==> src/rtl/exe_muldiv.sv <==
// exe_muldiv: iterative MULT/MULTU/DIV/DIVU unit for the EXE stage.
// Config: define MULDIV_FAST_MUL_EN for a single-cycle multiplier.
module exe_muldiv (
    input  logic        clk,
    input  logic        rst,
    input  logic        start,
    input  logic [1:0]  op,
    input  logic [31:0] src_a,
    input  logic [31:0] src_b,
    input  logic        flush,
    output logic        busy,
    output logic        done,
    output logic [31:0] hi,
    output logic [31:0] lo
);

    typedef enum logic [1:0] {
        S_IDLE,
        S_MUL,
        S_DIV,
        S_DONE
    } state_t;

    state_t      state_q, state_d;
    logic [4:0]  cnt_q, cnt_d;
    logic [31:0] m_q, m_d;
    logic [63:0] acc_q, acc_d;
    logic        neg_q, neg_d;
    logic        rsign_q, rsign_d;
    logic        bzero_q, bzero_d;
    logic [31:0] hi_q, hi_d;
    logic [31:0] lo_q, lo_d;

    logic        a_neg, b_neg;
    logic [31:0] a_mag, b_mag;
    logic        accept;
    logic [32:0] rem_sh, rem_sub;
    logic        rem_ge;
    logic [63:0] div_nxt;
    logic [63:0] mul_nxt;
    logic [63:0] prod_fin;
    logic [32:0] mul_sum;

    // Operand magnitudes and the start-acceptance / stall decode.
    always_comb begin
        a_neg  = ~op[0] & src_a[31];
        b_neg  = ~op[0] & src_b[31];
        a_mag  = a_neg ? -src_a : src_a;
        b_mag  = b_neg ? -src_b : src_b;
        accept = start & ~flush &
                 ((state_q == S_IDLE) | (state_q == S_DONE));
        busy   = ~rst & (accept | (state_q == S_MUL) |
                         (state_q == S_DIV));
        done   = (state_q == S_DONE);
        hi     = hi_q;
        lo     = lo_q;
    end

    // One restoring-division step: acc holds {remainder, dividend/quotient}.
    always_comb begin
        rem_sh  = {acc_q[63:32], acc_q[31]};
        rem_ge  = (rem_sh >= {1'b0, m_q});
        rem_sub = rem_sh - {1'b0, m_q};
        div_nxt = {(rem_ge ? rem_sub[31:0] : rem_sh[31:0]),
                   acc_q[30:0], rem_ge};
    end

    // Multiply datapath: shift-add step, or a full product when fast.
    always_comb begin
        mul_sum = 33'd0;
`ifdef MULDIV_FAST_MUL_EN
        mul_nxt = 64'(m_q) * 64'(acc_q[31:0]);
`else
        mul_sum = {1'b0, acc_q[63:32]} +
                  (acc_q[0] ? {1'b0, m_q} : 33'd0);
        mul_nxt = {mul_sum, acc_q[31:1]};
`endif
        prod_fin = neg_q ? -mul_nxt : mul_nxt;
    end

    // Next-state, operand capture and result capture on entry to DONE.
    always_comb begin
        state_d = state_q;
        cnt_d   = cnt_q;
        m_d     = m_q;
        acc_d   = acc_q;
        neg_d   = neg_q;
        rsign_d = rsign_q;
        bzero_d = bzero_q;
        hi_d    = hi_q;
        lo_d    = lo_q;
        unique case (state_q)
            S_IDLE, S_DONE: begin
                if (accept) begin
                    cnt_d   = 5'd0;
                    neg_d   = a_neg ^ b_neg;
                    rsign_d = a_neg;
                    bzero_d = (src_b == 32'd0);
                    if (op[1]) begin
                        state_d = S_DIV;
                        m_d     = b_mag;
                        acc_d   = {32'd0, a_mag};
                    end else begin
                        state_d = S_MUL;
                        m_d     = a_mag;
                        acc_d   = {32'd0, b_mag};
                    end
                end else begin
                    state_d = S_IDLE;
                end
            end
            S_MUL: begin
                acc_d = mul_nxt;
                cnt_d = cnt_q + 5'd1;
`ifdef MULDIV_FAST_MUL_EN
                state_d = S_DONE;
                hi_d    = prod_fin[63:32];
                lo_d    = prod_fin[31:0];
`else
                if (cnt_q == 5'd31) begin
                    state_d = S_DONE;
                    hi_d    = prod_fin[63:32];
                    lo_d    = prod_fin[31:0];
                end
`endif
            end
            S_DIV: begin
                acc_d = div_nxt;
                cnt_d = cnt_q + 5'd1;
                if (cnt_q == 5'd31) begin
                    state_d = S_DONE;
                    hi_d    = rsign_q ? -div_nxt[63:32] : div_nxt[63:32];
                    if (bzero_q)
                        lo_d = 32'hFFFF_FFFF;
                    else
                        lo_d = neg_q ? -div_nxt[31:0] : div_nxt[31:0];
                end
            end
        endcase
        if (flush) begin
            state_d = S_IDLE;
            hi_d    = hi_q;
            lo_d    = lo_q;
        end
    end

    // State and datapath registers.
    always_ff @(posedge clk or posedge rst) begin
        if (rst) begin
            state_q <= S_IDLE;
            cnt_q   <= 5'd0;
            m_q     <= 32'd0;
            acc_q   <= 64'd0;
            neg_q   <= 1'b0;
            rsign_q <= 1'b0;
            bzero_q <= 1'b0;
            hi_q    <= 32'd0;
            lo_q    <= 32'd0;
        end else begin
            state_q <= state_d;
            cnt_q   <= cnt_d;
            m_q     <= m_d;
            acc_q   <= acc_d;
            neg_q   <= neg_d;
            rsign_q <= rsign_d;
            bzero_q <= bzero_d;
            hi_q    <= hi_d;
            lo_q    <= lo_d;
        end
    end

endmodule

==> config.mk <==
export PLATFORM = sky130hd
export DESIGN_NAME = exe_muldiv
export DESIGN_NICKNAME = d
export VERILOG_FILES = /design/src/rtl/exe_muldiv.sv
export SDC_FILE = /design/constraint.sdc
export NUM_CORES = 1
export LEC_CHECK = 0
export BUFFER_PORTS_ARGS = -buffer_cell sky130_fd_sc_hd__buf_2
export CAP_MARGIN = 20
export CORE_AREA = 2 2 219 178
export DETAILED_ROUTE_END_ITERATION = 10
export DIE_AREA = 0 0 221 180
export PLACE_DENSITY_LB_ADDON = 0.25
export SYNTH_ARGS = -nofsm -noshare
export SYNTH_HDL_FRONTEND = slang
export SYNTH_SLANG_ARGS = --single-unit
==> constraint.sdc <==
create_clock -name clk -period 7.35 [get_ports clk]
set_input_delay 0.3675 -clock clk [delete_from_list [all_inputs] [get_ports clk]]
set_output_delay 0.3675 -clock clk [all_outputs]
set_load 0.01 [all_outputs]
==> flow_summary.yaml, run 1 <==
outcome:
  status: "completed"
drt:
  dr.pass1.iters: 6
  vias_per_cell: 6.399
  drc: 0
  detail_route.wl_per_cell_um: 23.39
  detail-route-antenna-nets: 0
  drt_iter0_drc: 2139
  wl_mm: 65.69
  vias: 17968
timing:
  drv_slew: 0
  setup_viol: 0
  worst_slew_pin_slew_ns: 1.163
  hold_viol: 0
  slew_headroom_pct: 21.98
  rsz0062_at_grt: "false"
  fin_crit_ns: 6.014
  fin_worst_skew_ns: 0.01337
  tns_ns: 0
  fmax_mhz: 166.3
  post-route-period-util_pct: 81.83
  layout_setup_ws_ns: 1.336
grt:
  grt_pass1_wl_mm: 100.5
  grt_overflow: 0
  antenna_found_initial: 0
  grt_usage_pct: 32.40
  grt_pass1_vias: 16314
  grt_max_degree: 109
synthesis:
  yosys_register_bits: 170
  syn_nets: 2435
  synth_edf_count: 0
  ys_seq_area_share_pct: 25.35
  synthArstFlopShare_pct: 100.0
  ys.flop_type: "dfrtp_1"
  synth_cells: 2289
  synth_cell_types: 92
  ys_warn_count: 0
  synth_area_mm2: 0.01678
  avgSynthCellArea_um2: 7.331
final_layout:
  nets: 2445
  register_area_mm2: 0.004255
  final_cell_mix: "370 x nand2_1, 235 x o21ai_0, 190 x nor2_1"
  final_area_mm2: 0.01823
  fill_cells: 3786
  final_common_cell: "nand2_1"
  area_growth_pct: 8.634
  layout-drive-gt1-share_pct: 10.34
  multiInputGateArea_mm2: 0.01165
setup_path:
  critPathTopFamily: "compound AO/OA/AOI/OAI gates"
  critPathKind: "flip-flop to flip-flop"
  max_stage_delay_ns: 0.72
  endpoint_kind: "flip-flop"
  rrSetupSlack_ns: 1.34
  critPathBufInv: 0
  worst_setup_path_start_kind: "flip-flop"
  crit_chain: "ha_1 > a21oi_1 > and2_1 > a211oi_1 > o2111ai_2 > nand3_2 > mux2i_1 > ha_1 > nand2_1 > a2111oi_0 > and3b_1 > a41oi_1 > a21oi_1 > nor2b_1 > mux2_2 > o31ai_1"
  critPathSlowestCell: "a211oi_1"
  worst-r2r-cell-count: 16
  cp_num_cells: 16
  required_ns: 7.73
  path_max_fanout: 9
  arrival_ns: 6.39
clock_tree:
  cts.sinks: 170
  clk_pin_slew_ns: 0.08
  cts_buffers: 17
  worstSkewPairLatency_ns: 0.47
  cts_htree_levels: 4
  cts_root_buf: "clkbuf_16"
  cts-resized-gates: 0
  clk_path_buf_depth: 2
  cts_tree: "yes"
place:
  place_area_mm2: 0.01763
  gp_congestion: 0.9936
  port_buffers: 135
  post-dp-hpwl_mm: 49.86
  place_ws_ns: 1.613
power_and_ir_drop:
  power_leakage_nw: 7.905
  clockPowerShare_pct: 11.4
  p_sw_share_pct: 55.83
  ir_drop_uv: 245.3
  switching_power_mw: 4.503
  power_density_mw_per_mm2: 442.4
  pwr-share-seq_pct: 20.7
  comb_power_share_pct: 68.0
  p_int_mw: 3.562
hold_path:
  hp-class: "input pin to flip-flop"
  holdPathStages: 2
floorplan:
  rows: 64
  num_io_pins: 136
  die_w_um: 221
  die_h_um: 180
  start_util_pct: 44.49
  coreArea_mm2: 0.03772
  dieArea_mm2: 0.03978
run:
  cap_violations: 0
Yosys cell counts (28+ instances only):
| cell type | number | area share, % |
|---|---|---|
| nor2_1 | 190 | 4.2 |
| o31ai_1 | 43 | 1.9 |
| ha_1 | 74 | 5.5 |
| dfrtp_1 | 170 | 25 |
| o221ai_1 | 33 | 1.7 |
| xor2_1 | 89 | 4.6 |
| nand2_1 | 370 | 8.3 |
| nor3_1 | 40 | 1.2 |
| xnor2_1 | 128 | 6.7 |
| inv_1 | 62 | 1.4 |
| nand3_1 | 28 | 0.84 |
| o21ai_0 | 236 | 7.0 |
| a21oi_1 | 170 | 5.1 |
| o22ai_1 | 36 | 1.3 |
| a22oi_1 | 53 | 2.4 |
| clkbuf_1 | 129 | 2.9 |
registers in the layout (all words and copies together), names as in the netlist:
signal   flops
neg_q        1
hi          32
acc_q       64
cnt_q        5
rsign_q      1
m_q         32
bzero_q      1
lo          32
state_q      2
final cells by class:
type                       count  share of cell area, %
tap                          495                  3.397
antenna                        1                0.01373
inverter                      67                  1.407
clock inverter                14                 0.7413
timing repair buffer         159                  4.818
sequential                   170                  23.34
multi-input combinational   1884                  63.93
clock buffer                  18                  2.354
per-stage QoR:
| step | utilization, % | total power, mW | hold slack, ns | cells |
|---|---|---|---|---|
| 3_3_place_gp | 46.73 | 6.967 | 0.4583 | 2773 |
| 2_1_floorplan | - | 5.367 | 0.4343 | 2289 |
| 4_1_cts | 48.23 | 7.928 | 0.1186 | 2805 |
| 5_1_grt | 48.33 | 8.615 | 0.1104 | 2807 |
| 3_5_place_dp | 46.73 | 7.006 | 0.4646 | 2773 |
| 6_report | 48.33 | 8.065 | 0.1268 | 2808 |
worst reg2reg max path, stage by stage, from the launching register on:
cell and delay (ns):
dfrtp_1 0.50, ha_1 0.52, a21oi_1 0.15, and2_1 0.20, a211oi_1 0.72, o2111ai_2 0.41
nand3_2 0.29, mux2i_1 0.32, ha_1 0.24, nand2_1 0.08, a2111oi_0 0.50, and3b_1 0.32
a41oi_1 0.40, a21oi_1 0.50, nor2b_1 0.21, mux2_2 0.35, o31ai_1 0.22
logic make-up (layout without fill, tap and decap cells):
logic type / after synthesis / count (layout) / synth area share (%)
xor gates and xnor gates: 217 / 217 / 11.33
AOI/OAI and AO/OA: 762 / 762 / 28.70
DFF: 170 / 170 / 25.35
other: 0 / 1 / 0
and+or+nand+nor: 808 / 808 / 22.11
buffers and inverters: 235 / 258 / 5.488
muxes: 21 / 21 / 1.275
adders and majority gates: 76 / 76 / 5.756
what timing repair did:
item	in CTS	in global routing
setup endpoints to repair	0	0
hold buffers	0	1
buffers inserted	0	0
hold endpoints to repair	0	42
power groups by stage:
stage	Sequential, mW	Clock [mW]	Combinational (mW)
3_5_place_dp	1.67	0	5.34
5_1_grt	1.71	0.954	5.95
2_1_floorplan	1.49	0	3.88
6_report	1.67	0.916	5.48
3_3_place_gp	1.65	0	5.32
4_1_cts	1.65	0.920	5.36
metal layers:
metal	routed length (µm)	part of all wire (%)	vias to the layer above	track usage (%)
met5	0	0	-	0
met4	1580	2.4	0	8.188
met3	6996	11	80	6.800
met2	26630	41	926	45.48
met1	30480	46	8686	49.75
li1	-	-	8276	-
path summary, 6_finish.rpt:
path | end | startpoint
setup / recovery | hi[28] | acc_q[35]
hold / removal | state_q[1] | flush
setup reg to reg | hi[28] | acc_q[35]
hold reg to reg | lo[4] | lo[4]
max in group asynchronous | hi[16] | rst
min in group asynchronous | acc_q[13] | rst
(Power assumes the default switching activity.)
==> run 2: changes to the inputs <==
- clock period: 7.35 -> 6.1 ns (I/O delays scaled with it)
==> flow_summary.yaml, run 2 (synthesis gave the netlist of run 1 again) <==
drt:
  vias_per_cell: 6.343
  detail-route-antenna-nets: 0
  dr.pass1.iters: 6
  detail_route.wl_per_cell_um: 22.71
  drc: 0
  wl_mm: 63.88
  drt_iter0_drc: 2047
  vias: 17844
timing:
  drv_slew: 0
  rsz0062_at_grt: "false"
  hold_viol: 0
  layout_setup_ws_ns: 0.3588
  fin_worst_skew_ns: 0.01520
  slew_headroom_pct: 27.89
  tns_ns: 0
  setup_viol: 0
  worst_slew_pin_slew_ns: 1.079
  fin_crit_ns: 5.741
  post-route-period-util_pct: 94.12
  fmax_mhz: 174.2
floorplan:
  num_io_pins: 136
  dieArea_mm2: 0.03978
  die_h_um: 180
  rows: 64
  start_util_pct: 44.49
  die_w_um: 221
  coreArea_mm2: 0.03772
final_layout:
  area_growth_pct: 8.791
  layout-drive-gt1-share_pct: 10.61
  final_util_pct: 48.40
  antenna-diode-count: 0
  final_cell_mix: "370 x nand2_1, 235 x o21ai_0, 190 x nor2_1"
  largest_reg_flops: 64
  nets: 2452
  final_area_mm2: 0.01826
  largest_register: "acc_q"
  final_common_cell: "nand2_1"
  fill_cells: 3753
place:
  place_area_mm2: 0.01770
  port_buffers: 135
  place_ws_ns: 0.5640
  gp_congestion: 0.9794
  post-dp-hpwl_mm: 49.16
run:
  cap_violations: 0
setup_path:
  cp_num_cells: 16
  worst_setup_path_start_kind: "flip-flop"
  critPathKind: "flip-flop to flip-flop"
  endpoint_kind: "flip-flop"
  crit_chain: "ha_1 > a21oi_1 > and2_1 > a211oi_1 > o2111ai_2 > nand3_2 > mux2i_1 > ha_1 > nand2_1 > a2111oi_0 > and3b_1 > a41oi_1 > a21oi_1 > nor2b_1 > mux2_2 > o31ai_1"
  critPathTopFamily: "compound AO/OA/AOI/OAI gates"
  arrival_ns: 6.11
  worst-r2r-cell-count: 16
  max_stage_delay_ns: 0.65
  critPathBufInv: 0
  path_max_fanout: 9
  critPathSlowestCell: "a211oi_1"
  required_ns: 6.47
hold_path:
  hp-class: "input pin to asynchronous set/reset pin"
grt:
  grt_overflow: 0
  grt_usage_pct: 31.48
  grt_pass1_vias: 16069
  grt_pass1_wl_mm: 97.95
  antenna_found_initial: 3
  grt_max_degree: 105
clock_tree:
  cts_buffers: 17
  clk_pin_slew_ns: 0.08
  cts-resized-gates: 0
  cts_htree_levels: 4
  post_cts_buffers: 0
  clk_path_buf_depth: 2
  worstSkewPairLatency_ns: 0.47
  hold_buffers: 0
  cts_tree: "yes"
  cts_root_buf: "clkbuf_16"
  cts.sinks: 170
power_and_ir_drop:
  power_mw: 9.704
  power_density_mw_per_mm2: 531.6
  power_leakage_nw: 7.926
  ir_drop_uv: 265.0
outcome:
  status: "completed"
run 2: cell count changes in the layout (fill, tap and decap cells not counted), sizes merged:
cell / change
buf: +8
dlygate4sd3: -1
clkbuf: +1
clkinv: -3
clkinvlp: +1
diode: -1
run 2: area by class of cell:
cell class | instances | area [µm²] | area share (%)
multi-input combinational | 1884 | 11650 | 63.83
tap | 495 | 619.3 | 3.392
timing repair buffer | 166 | 920.9 | 5.044
clock buffer | 19 | 442.9 | 2.426
sequential | 170 | 4255 | 23.31
clock inverter | 12 | 107.6 | 0.5894
inverter | 67 | 256.5 | 1.405
run 2: routing by layer:
metal  wire length (µm)  track usage (%)
met4               1162            7.060
met1              29630            46.62
met3               7401            10.26
met5                 13                0
met2              25670            43.90
run 2: final timing paths:
kind,start,slack [ns],end
worst max-delay path,acc_q[35],0.36,hi[28]
worst min-delay path,rst,0.07,state_q[1]
worst max register to register,acc_q[35],0.36,hi[28]
worst min register to register,lo[24],0.47,lo[24]
max in group asynchronous,rst,4.48,neg_q
min in group clk,flush,0.07,state_q[0]
run 2: stage by stage:
step / std cells / hold slack (ns)
floorplan: 2289 / 0.3718
global placement: 2781 / 0.4560
detailed placement: 2781 / 0.4649
CTS: 2812 / 0.06282
global route: 2813 / 0.06441
finish: 2813 / 0.06824
run 2: report_power, final:
part	total (mW)	internal, mW	switching (mW)
sequential	2.00	1.51	0.482
combinational	6.61	2.27	4.34
clock	1.09	0.543	0.550
total	9.70	4.33	5.38
==> run 3: changes to the inputs <==
- RECOVER_POWER: default -> 25
==> flow_summary.yaml, run 3 (synthesis gave the netlist of run 1 again) <==
clock_tree:
  cts_buffers: 17
  cts_htree_levels: 4
  cts_root_buf: "clkbuf_16"
  post_cts_buffers: 0
  clk_pin_slew_ns: 0.08
  cts-resized-gates: 0
  cts_tree: "yes"
  cts.sinks: 170
  worstSkewPairLatency_ns: 0.47
  clk_path_buf_depth: 2
  hold_buffers: 0
drt:
  wl_mm: 63.88
  vias_per_cell: 6.332
  detail_route.wl_per_cell_um: 22.71
  drt_iter0_drc: 2087
  vias: 17811
  drc: 0
  detail-route-antenna-nets: 0
  dr.pass1.iters: 7
hold_path:
  hp-class: "input pin to flip-flop"
  holdPathStages: 2
  min_to: "state_q[0]"
  hold_start: "flush"
setup_path:
  r2r_start: "acc_q[35]"
  required_ns: 6.47
  rrSetupSlack_ns: 0.35
  worst-r2r-cell-count: 16
  critPathKind: "flip-flop to flip-flop"
  startpoint: "acc_q[35]"
  r2r-end: "hi[28]"
  arrival_ns: 6.12
  worst_setup_path_start_kind: "flip-flop"
  path_max_fanout: 9
  endpoint_kind: "flip-flop"
floorplan:
  coreArea_mm2: 0.03772
  die_w_um: 221
  die_h_um: 180
  dieArea_mm2: 0.03978
  start_util_pct: 44.49
  rows: 64
  num_io_pins: 136
final_layout:
  final_cell_mix: "370 x nand2_1, 235 x o21ai_0, 190 x nor2_1"
  final_util_pct: 48.39
  layout-drive-gt1-share_pct: 10.57
  largest_reg_flops: 64
  final_common_cell: "nand2_1"
  nets: 2452
  area_growth_pct: 8.761
  antenna-diode-count: 0
  fill_cells: 3753
  largest_register: "acc_q"
timing:
  post-route-period-util_pct: 94.24
  drv_slew: 105
  tns_ns: 0
  fmax_mhz: 174.0
  worst_slew_pin_slew_ns: 4.734
  hold_viol: 0
  fin_worst_skew_ns: 0.01370
  layout_setup_ws_ns: 0.3514
  fin_crit_ns: 5.749
  rsz0062_at_grt: "false"
  setup_viol: 0
  slew_headroom_pct: -217.3
grt:
  antenna_found_initial: 3
  grt_pass1_wl_mm: 97.95
  grt_overflow: 0
  grt_pass1_vias: 16069
  grt_usage_pct: 31.48
  grt_max_degree: 105
power_and_ir_drop:
  power_density_mw_per_mm2: 530.9
  power_leakage_nw: 7.918
  ir_drop_uv: 265.0
place:
  port_buffers: 135
  gp_congestion: 0.9794
  post-dp-hpwl_mm: 49.16
  place_ws_ns: 0.5640
outcome:
  status: "finished with violations"
  violations: "max-capacitance violations, max-slew violations"
run:
  cap_violations: 1
run 3: cell count changes in the layout (fill, tap and decap cells not counted):
| cell | previous run | this run |
|---|---|---|
| clkbuf_1 | 1 | 2 |
| clkinvlp_2 | 0 | 1 |
| inv_6 | 4 | 3 |
| buf_2 | 135 | 134 |
run 3: final cells by class:
type,count,area (µm²),share of cell area (%)
Sequential cell,170,4255,23.32
Clock inverter,12,107.6,0.5896
Multi-Input combinational cell,1884,11650,63.85
Tap cell,495,619.3,3.393
Timing Repair Buffer,166,919.6,5.039
Inverter,67,252.7,1.385
Clock buffer,19,442.9,2.427
run 3: per-layer routing:
metal / track usage (%) / part of all wire, % / vias to the layer above / wire length, µm
li1: - / - / 8276 / -
met1: 46.62 / 47 / 8609 / 29940
met2: 43.90 / 40 / 841 / 25610
met3: 10.26 / 11 / 83 / 7047
met4: 7.060 / 2.0 / 2 / 1264
met5: 0 / 0.020 / - / 13
run 3: worst max-delay path by stage:
stage	to	slack [ns]	depth (start not counted)
6_report	hi[28]	0.35	16
2_1_floorplan	hi[28]	0.86	19
3_3_place_gp	hi[28]	0.76	16
3_5_place_dp	hi[28]	0.56	16
5_1_grt	hi[28]	0.11	16
4_1_cts	hi[28]	0.51	16
run 3: metrics by stage:
step / power [mW] / cells / hold slack, ns / area (µm²)
floorplan: 6.467 / 2289 / 0.3718 / 16780
global placement: 8.335 / 2781 / 0.4560 / 17700
detailed placement: 8.440 / 2781 / 0.4649 / 17700
CTS: 9.538 / 2812 / 0.06282 / 18250
global route: 10.40 / 2813 / 0.06441 / 18250
finish: 9.690 / 2813 / 0.07508 / 18250
run 3: power by group:
part | switching (mW) | leakage [nW] | internal, mW | total [mW]
Combinational | 4.33 | 5.44 | 2.27 | 6.60
Clock | 0.551 | 0.258 | 0.543 | 1.09
Sequential | 0.478 | 2.22 | 1.52 | 1.99
Total | 5.36 | 7.92 | 4.33 | 9.69
run 3: critical path, stage by stage, from the launching register on:
cell	delay, ns
dfrtp_1	0.49
ha_1	0.50
a21oi_1	0.14
and2_1	0.20
a211oi_1	0.64
o2111ai_2	0.23
nand3_2	0.22
mux2i_1	0.31
ha_1	0.23
nand2_1	0.07
a2111oi_0	0.57
and3b_1	0.35
a41oi_1	0.34
a21oi_1	0.55
nor2b_1	0.23
mux2_2	0.36
o31ai_1	0.22
